## src/rtl/mem_arbiter_ram.sv

```systemverilog
// mem_arbiter_ram: round-robin multi-port front end over a single-port synchronous RAM (optional MEM_RANGE_CHECK_EN adds err/err_addr)
module mem_arbiter_ram #(
  parameter int DATA_WIDTH = 16,
  parameter int ADDR_WIDTH = 5,
  parameter int DEPTH      = 32,
  parameter int NUM_PORTS  = 2
) (
  input  logic                             clk,
  input  logic                             rst,
  input  logic [NUM_PORTS-1:0]             req,
  input  logic [NUM_PORTS-1:0]             readwriteN,
  input  logic [NUM_PORTS*ADDR_WIDTH-1:0]  address,
  input  logic [NUM_PORTS*DATA_WIDTH-1:0]  data_in,
  output logic [NUM_PORTS-1:0]             ack,
  output logic [DATA_WIDTH-1:0]            data_out
`ifdef MEM_RANGE_CHECK_EN
  ,
  output logic                             err,
  output logic [ADDR_WIDTH-1:0]            err_addr
`endif
);
  localparam int PW = $clog2(NUM_PORTS);
  typedef enum logic {IDLE, ACCESS} state_t;
  state_t state, state_n;
  logic [PW-1:0] rr_ptr, grant, win;
  logic [PW:0] s;
  logic found, g_rw, in_range;
  logic [NUM_PORTS-1:0] elig;
  logic [ADDR_WIDTH-1:0] g_addr;
  logic [DATA_WIDTH-1:0] g_data;
  logic [DATA_WIDTH-1:0] mem [DEPTH];
  assign elig = req & ~ack;
  assign in_range = 32'(g_addr) < DEPTH;
  // round-robin search: the eligible port closest to rr_ptr wins, so scan from the far end down
  always_comb begin
    win = rr_ptr;
    found = 1'b0;
    s = '0;
    for (int i = NUM_PORTS - 1; i >= 0; i--) begin
      s = {1'b0, rr_ptr} + (PW+1)'(i);
      if (s >= (PW+1)'(NUM_PORTS)) s = s - (PW+1)'(NUM_PORTS);
      if (elig[s[PW-1:0]]) begin
        win = s[PW-1:0];
        found = 1'b1;
      end
    end
  end
  // state register
  always_ff @(posedge clk)
    if (rst) state <= IDLE;
    else state <= state_n;
  // every access takes exactly one ACCESS cycle, then back to IDLE
  always_comb state_n = (state == IDLE) ? (found ? ACCESS : IDLE) : IDLE;
  // capture the winner's operands at the grant edge; later input changes are ignored
  always_ff @(posedge clk)
    if (state == IDLE && found) begin
      grant  <= win;
      g_rw   <= readwriteN[win];
      g_addr <= address[win*ADDR_WIDTH +: ADDR_WIDTH];
      g_data <= data_in[win*DATA_WIDTH +: DATA_WIDTH];
    end
  // ack pulse, read data and pointer advance; reset drops an access scheduled at the same edge
  always_ff @(posedge clk)
    if (rst) begin
      ack      <= '0;
      data_out <= '0;
      rr_ptr   <= '0;
    end else if (state == IDLE) begin
      ack <= '0;
    end else begin
      ack    <= NUM_PORTS'(1) << grant;
      rr_ptr <= (32'(grant) == NUM_PORTS - 1) ? '0 : grant + 1'b1;
      if (!g_rw) data_out <= in_range ? mem[g_addr] : '0;
    end
  // RAM write port; out-of-range writes are discarded and contents survive reset
  always_ff @(posedge clk)
    if (!rst && state == ACCESS && g_rw && in_range) mem[g_addr] <= g_data;
`ifdef MEM_RANGE_CHECK_EN
  // range error pulses alongside the ack; the offending address is sticky until reset
  always_ff @(posedge clk)
    if (rst) begin
      err      <= 1'b0;
      err_addr <= '0;
    end else begin
      err <= state == ACCESS && !in_range;
      if (state == ACCESS && !in_range) err_addr <= g_addr;
    end
`endif
endmodule

```

## config.mk

```make
export PLATFORM = sky130hd
export DESIGN_NAME = mem_arbiter_ram
export DESIGN_NICKNAME = d
export VERILOG_FILES = /design/src/rtl/mem_arbiter_ram.sv
export SDC_FILE = /design/constraint.sdc
export NUM_CORES = 1
export LEC_CHECK = 0
export CORE_UTILIZATION = 61
export CTS_CLUSTER_DIAMETER = 150
export DETAILED_ROUTE_END_ITERATION = 8
export PLACE_DENSITY_LB_ADDON = 0.08
export SLEW_MARGIN = 40
export SYNTH_ARGS = -nofsm -noshare
export SYNTH_HDL_FRONTEND = slang
export SYNTH_SLANG_ARGS = --single-unit
```

## constraint.sdc

```tcl
create_clock -name clk -period 3.7 [get_ports clk]
set_input_delay 0.74 -clock clk [delete_from_list [all_inputs] [get_ports clk]]
set_output_delay 0.74 -clock clk [all_outputs]
set_load 0.1 [all_outputs]
```

---- Word-level counts from Yosys, hierarchy flattened ----
Memory sizes are Yosys's and may differ from the RTL's. A register that Yosys moved wholly into a read port is not among the register bits.
Index checks and enable logic that the tools add are counted.
word-level totals
  logic and storage cells ................. 48
  memories kept ........................... 1
  RAM bits ................................ 512
  register bits ........................... 27
operators by class
  shifts and indexed selects .............. 3
  multiplexer cells ....................... 16
  $lt $le $gt $ge ......................... 5
  bitwise logic cells ..................... 4
  multiply operators ...................... 1
  add/sub/neg operators ................... 4
  reduce and logical (&&, ||, !) cells .... 7
memory list
  name  depth  bits a word  read ports  clocked after Yosys merged registers in  write ports  RTL line  source
  mem   32     16           1           1                                        1            31        logic [DATA_WIDTH-1:0] mem [DEPTH];
operators with widths
  cell                                                               number
  variable part select 32 x 6 -> 16 bit                              1
  2-to-1 mux 1 bit                                                   16
  variable part select 10 x 5 -> 5 bit                               1
  less-than comparator 1 x 2 -> 1 bit, second input constant         3
  multiplier 1 x 3 -> 4 bit, second input constant                   1
  OR reduction 2 bit                                                 2
  logical AND 1 bit                                                  3
  adder 1 x 1 -> 2 bit, second input constant                        1
  AND 2 bit                                                          1
  greater-or-equal comparator 1 x 2 -> 1 bit, second input constant  1
  greater-or-equal comparator 2 bit, second input constant           1
  inverter 1 bit                                                     2
  inverter 2 bit                                                     1
  AND reduction 2 bit                                                1
  left shift 1 x 1 -> 2 bit, first input constant                    1
  subtractor 1 bit, second input constant                            2
  adder 1 bit, second input constant                                 1
  logical NOT 1 bit                                                  1

---- Logic depth before layout (Yosys ltp) ----
  word-level depth ........................ 9
  mapped depth ............................ 9

---- Worst setup path after synthesis ----
No wires, ideal clock.
  path kind ............................... register to register
  start point ............................. register g_addr[0]
  end point ............................... memory mem[14][0], enable pin
  path buffers ............................ 5
  setup slack ............................. 1.068 ns
  stages on the path, launching flop included .. 8
  arrival time ............................ 2.244 ns
  library setup time ...................... 0.388 ns
  cells stage by stage .................... edfxtp_1 buf_6 buf_6 buf_6 buf_6 or3b_2 buf_2 nor2_1
RTL lines
  element                 RTL line  source
  from (decl)             29        logic [ADDR_WIDTH-1:0] g_addr;
  from (signal assigned)  59        g_addr <= address[win*ADDR_WIDTH +: ADDR_WIDTH];
  to (decl)               31
Straight into the memory's write port.

==> results_dict.tcl <==
set metrics [dict create \
    reg2reg_slack_ns 1.10 \
    num_vias 10700 \
    grt_usage 0.276 \
    numCtsBuffers 53 \
    drtAntennaViolNets 0 \
    grtUsageMet3 0.0476 \
    synth.area.top_cells "edfxtp_1 (75%), mux4_2 (9.2%), mux2i_1 (2.3%)" \
    slowest_delay_ns 0.60 \
    cts_hold_buf 0 \
    core_um2 34500 \
    worst_pin_slew_ns 0.890 \
    reg2reg_to "data_out[6]" \
    setup_viol 0 \
    final_cell_mix "edfxtp_1 (535), mux4_2 (88), buf_4 (68), clkbuf_16 (55), nor2_1 (51)" \
    synth_top_area_frac 0.748 \
    syn_nets 1063 \
    synth_edf_count 535 \
    skew_ns 0.0223 \
    postPlaceCellArea_um2 22900 \
    firstDrtPassIters 6 \
    route.detailed.drc 0 \
    r2r-start "g_addr[0]" \
    max_cap_viol_count 0 \
    ir_worst_vdd_v 0.000471 \
    grt_pass1_vias 10500 \
    synthAdderAreaFrac 0.000466 \
    synth_top_cell_by_area "edfxtp_1" \
    clkTransAtPathRegs_ns 0.06 \
    p_total_mw 13.9 \
    criticalPathCategory "flip-flop to flip-flop" \
    p_per_area_nw_per_um2 564 \
    hold_path.class "flip-flop to flip-flop" \
    drt_wl_total_mm 48.1 \
    fin_util 0.714 \
    arrival_ns 3.07 \
    crit_path_max_fanout 36 \
    cpMaxStageDelayCell "buf_4" \
    grt_pass1_wl_mm 70.2 \
    post_drt_wl_per_cell_um 29.0 \
    syn_area_um2 21500 \
    final_common_cell "edfxtp_1" \
    drive_gt1_frac 0.256 \
    clkSinkCount 555 \
    synth_seq_cells 555 \
    fmax_mhz 384 \
    grt.overflow.total 0 \
    critical_path_required_ns 4.16 \
    stdcell_area_um2 24700 \
    critPathLaunch "g_addr[0]" \
    crit_path_end "data_out[6]" \
    yosysSeqAreaShare 0.767 \
    hold_violations 0 \
    grt-busiest-layer "met2" \
    die_h_um 190 \
    die_x_um 190 \
    met1_usage 0.403 \
    area_growth_pct 15.0 \
    cts_tree "built" \
    yosysUniqueCellTypes 56 \
    drt_first_iter_violations 1195 \
    post_cts_buffers 0 \
    cp-end-kind "flip-flop" \
    worstPathCellList "buf_4 > nand4_2 > o22ai_1 > a211oi_1 > buf_4 > a311oi_1" \
    ys_async_sr_fraction 0 \
    io_pins 66 \
    synth_top_family_by_area "multiplexers" \
    critPathTopFamily "buffers and inverters" \
    grt_max_degree 92 \
    start_util 0.621 \
    synth-xor-area-share 0 \
    ys.flop_type "edfxtp_1" \
    grtUsageMet2 0.441 \
    status "complete, no violations" \
    start_kind "flip-flop" \
    dieArea_um2 35900 \
    holdWs_ns 0.510 \
    rsz0062_at_grt "no" \
    avgViaCountPerCell 6.47 \
    slew_headroom 0.405 \
    globalplace.congestion 0.853 \
    clock_latency_ns 0.58 \
    synthMuxAreaShare 0.141 \
    worstRegToRegCells 6 \
    antenna_found_initial 1 \
    nets 1208 \
    portBuffers 65 \
    synthSimpleGateAreaFrac 0.0286 \
    ctsHtreeMaxLevel 2 \
    rows 68 \
    yosys_warnings 0 \
    worst_path_most_repeated_cell "buf_4" \
    path_depth 6 \
    period_minus_slack_ns 2.60 \
    leakage_nw 8.07 \
    drv_slew 0 \
    finalCritPeriodShare 0.704 \
    cts_repair_resize_count 0 \
    max-clock-path-buffers 3 \
    path_buf_inv 2 \
    tns_ns 0 \
    place_hpwl_mm 30.3 \
    synth_compound_area_frac 0.0447 \
    syn_inst 1015 \
    root_buffer "clkbuf_16" \
    syn_area_per_cell_um2 21.1 \
]
==> state kept, by name, indices dropped and copies added, names as in the netlist <==
name and flops:
g_data 16, rr_ptr 1, data_out 16, mem 512, grant 1, g_rw 1, state 1, ack 2
g_addr 5
==> worst reg2reg max path, cell delays in order (launching register included) <==
cell	delay, ns
edfxtp_1	0.53
buf_4	0.60
nand4_2	0.44
o22ai_1	0.37
a211oi_1	0.10
buf_4	0.20
a311oi_1	0.27
==> cell type report <==
| type | instances | area (um^2) |
|---|---|---|
| Multi-Input combinational cell | 402 | 4610 |
| Fill cell | 2113 | 9870 |
| Timing Repair Buffer | 148 | 1280 |
| Tap cell | 455 | 569 |
| Antenna cell | 1 | 2.50 |
| Clock buffer | 70 | 1470 |
| Clock inverter | 27 | 278 |
| Sequential cell | 555 | 16500 |
==> where the power goes <==
group,total (mW),switching (mW),internal (mW),leakage [nW]
registers,7.15,0.0791,7.07,4.99
logic,1.36,0.859,0.502,2.21
clock network,5.40,2.20,3.21,0.866
==> per-stage QoR <==
stage,setup WS [ns],std cells
6_report,1.10,1658
5_1_grt,0.884,1658
4_1_cts,1.04,1657
3_5_place_dp,0.819,1560
3_3_place_gp,0.829,1548
2_1_floorplan,1.07,1015
==> cells in the mapped netlist (2+ instances only) <==
| library cell | number |
|---|---|
| dfxtp_1 | 20 |
| buf_12 | 3 |
| a221oi_2 | 7 |
| buf_2 | 25 |
| o22ai_1 | 20 |
| and3b_1 | 2 |
| a22oi_1 | 15 |
| nor2_1 | 51 |
| a2111oi_0 | 4 |
| a221oi_1 | 3 |
| mux2i_1 | 49 |
| a21oi_1 | 3 |
| mux2_2 | 23 |
| clkbuf_1 | 11 |
| and2_1 | 2 |
| nor2b_1 | 13 |
| nand3_1 | 3 |
| nor3b_1 | 2 |
| buf_4 | 8 |
| a311oi_1 | 9 |
| or3_1 | 2 |
| mux4_1 | 11 |
| o21ai_0 | 2 |
| buf_6 | 9 |
| o21bai_1 | 8 |
| mux4_2 | 88 |
| nand2_1 | 13 |
| o221ai_1 | 2 |
| a22o_1 | 16 |
| a211oi_1 | 14 |
| a31oi_1 | 6 |
| or4b_4 | 2 |
| o311a_1 | 3 |
| nand2b_1 | 4 |
| nand3b_1 | 5 |
| or3b_2 | 3 |
| edfxtp_1 | 535 |
==> metal layers <==
layer,vias to the layer above,part of all wire
met2,501,0.49
met4,0,0.020
li1,4565,-
met5,-,0
met3,61,0.087
met1,5595,0.40
==> worst min path at each step <==
stage,depth (start not counted),from,endpoint,slack [ns]
2_1_floorplan,1,grant,ack[0],0.43
3_3_place_gp,2,data_out[6],data_out[6],0.49
3_5_place_dp,2,data_out[11],data_out[11],0.50
4_1_cts,2,data_out[11],data_out[11],0.51
5_1_grt,2,data_out[11],data_out[11],0.53
6_report,2,data_out[11],data_out[11],0.51
==> kinds of logic after synthesis <==
| kind of cell | after synthesis |
|---|---|
| DFF | 555 |
| muxes | 171 |
| AOI/OAI and AO/OA | 118 |
| and+or+nand+nor | 112 |
| buffers and inverters | 58 |
| adders and majority gates | 1 |
Note: power is estimated with default switching activity, not from simulation.
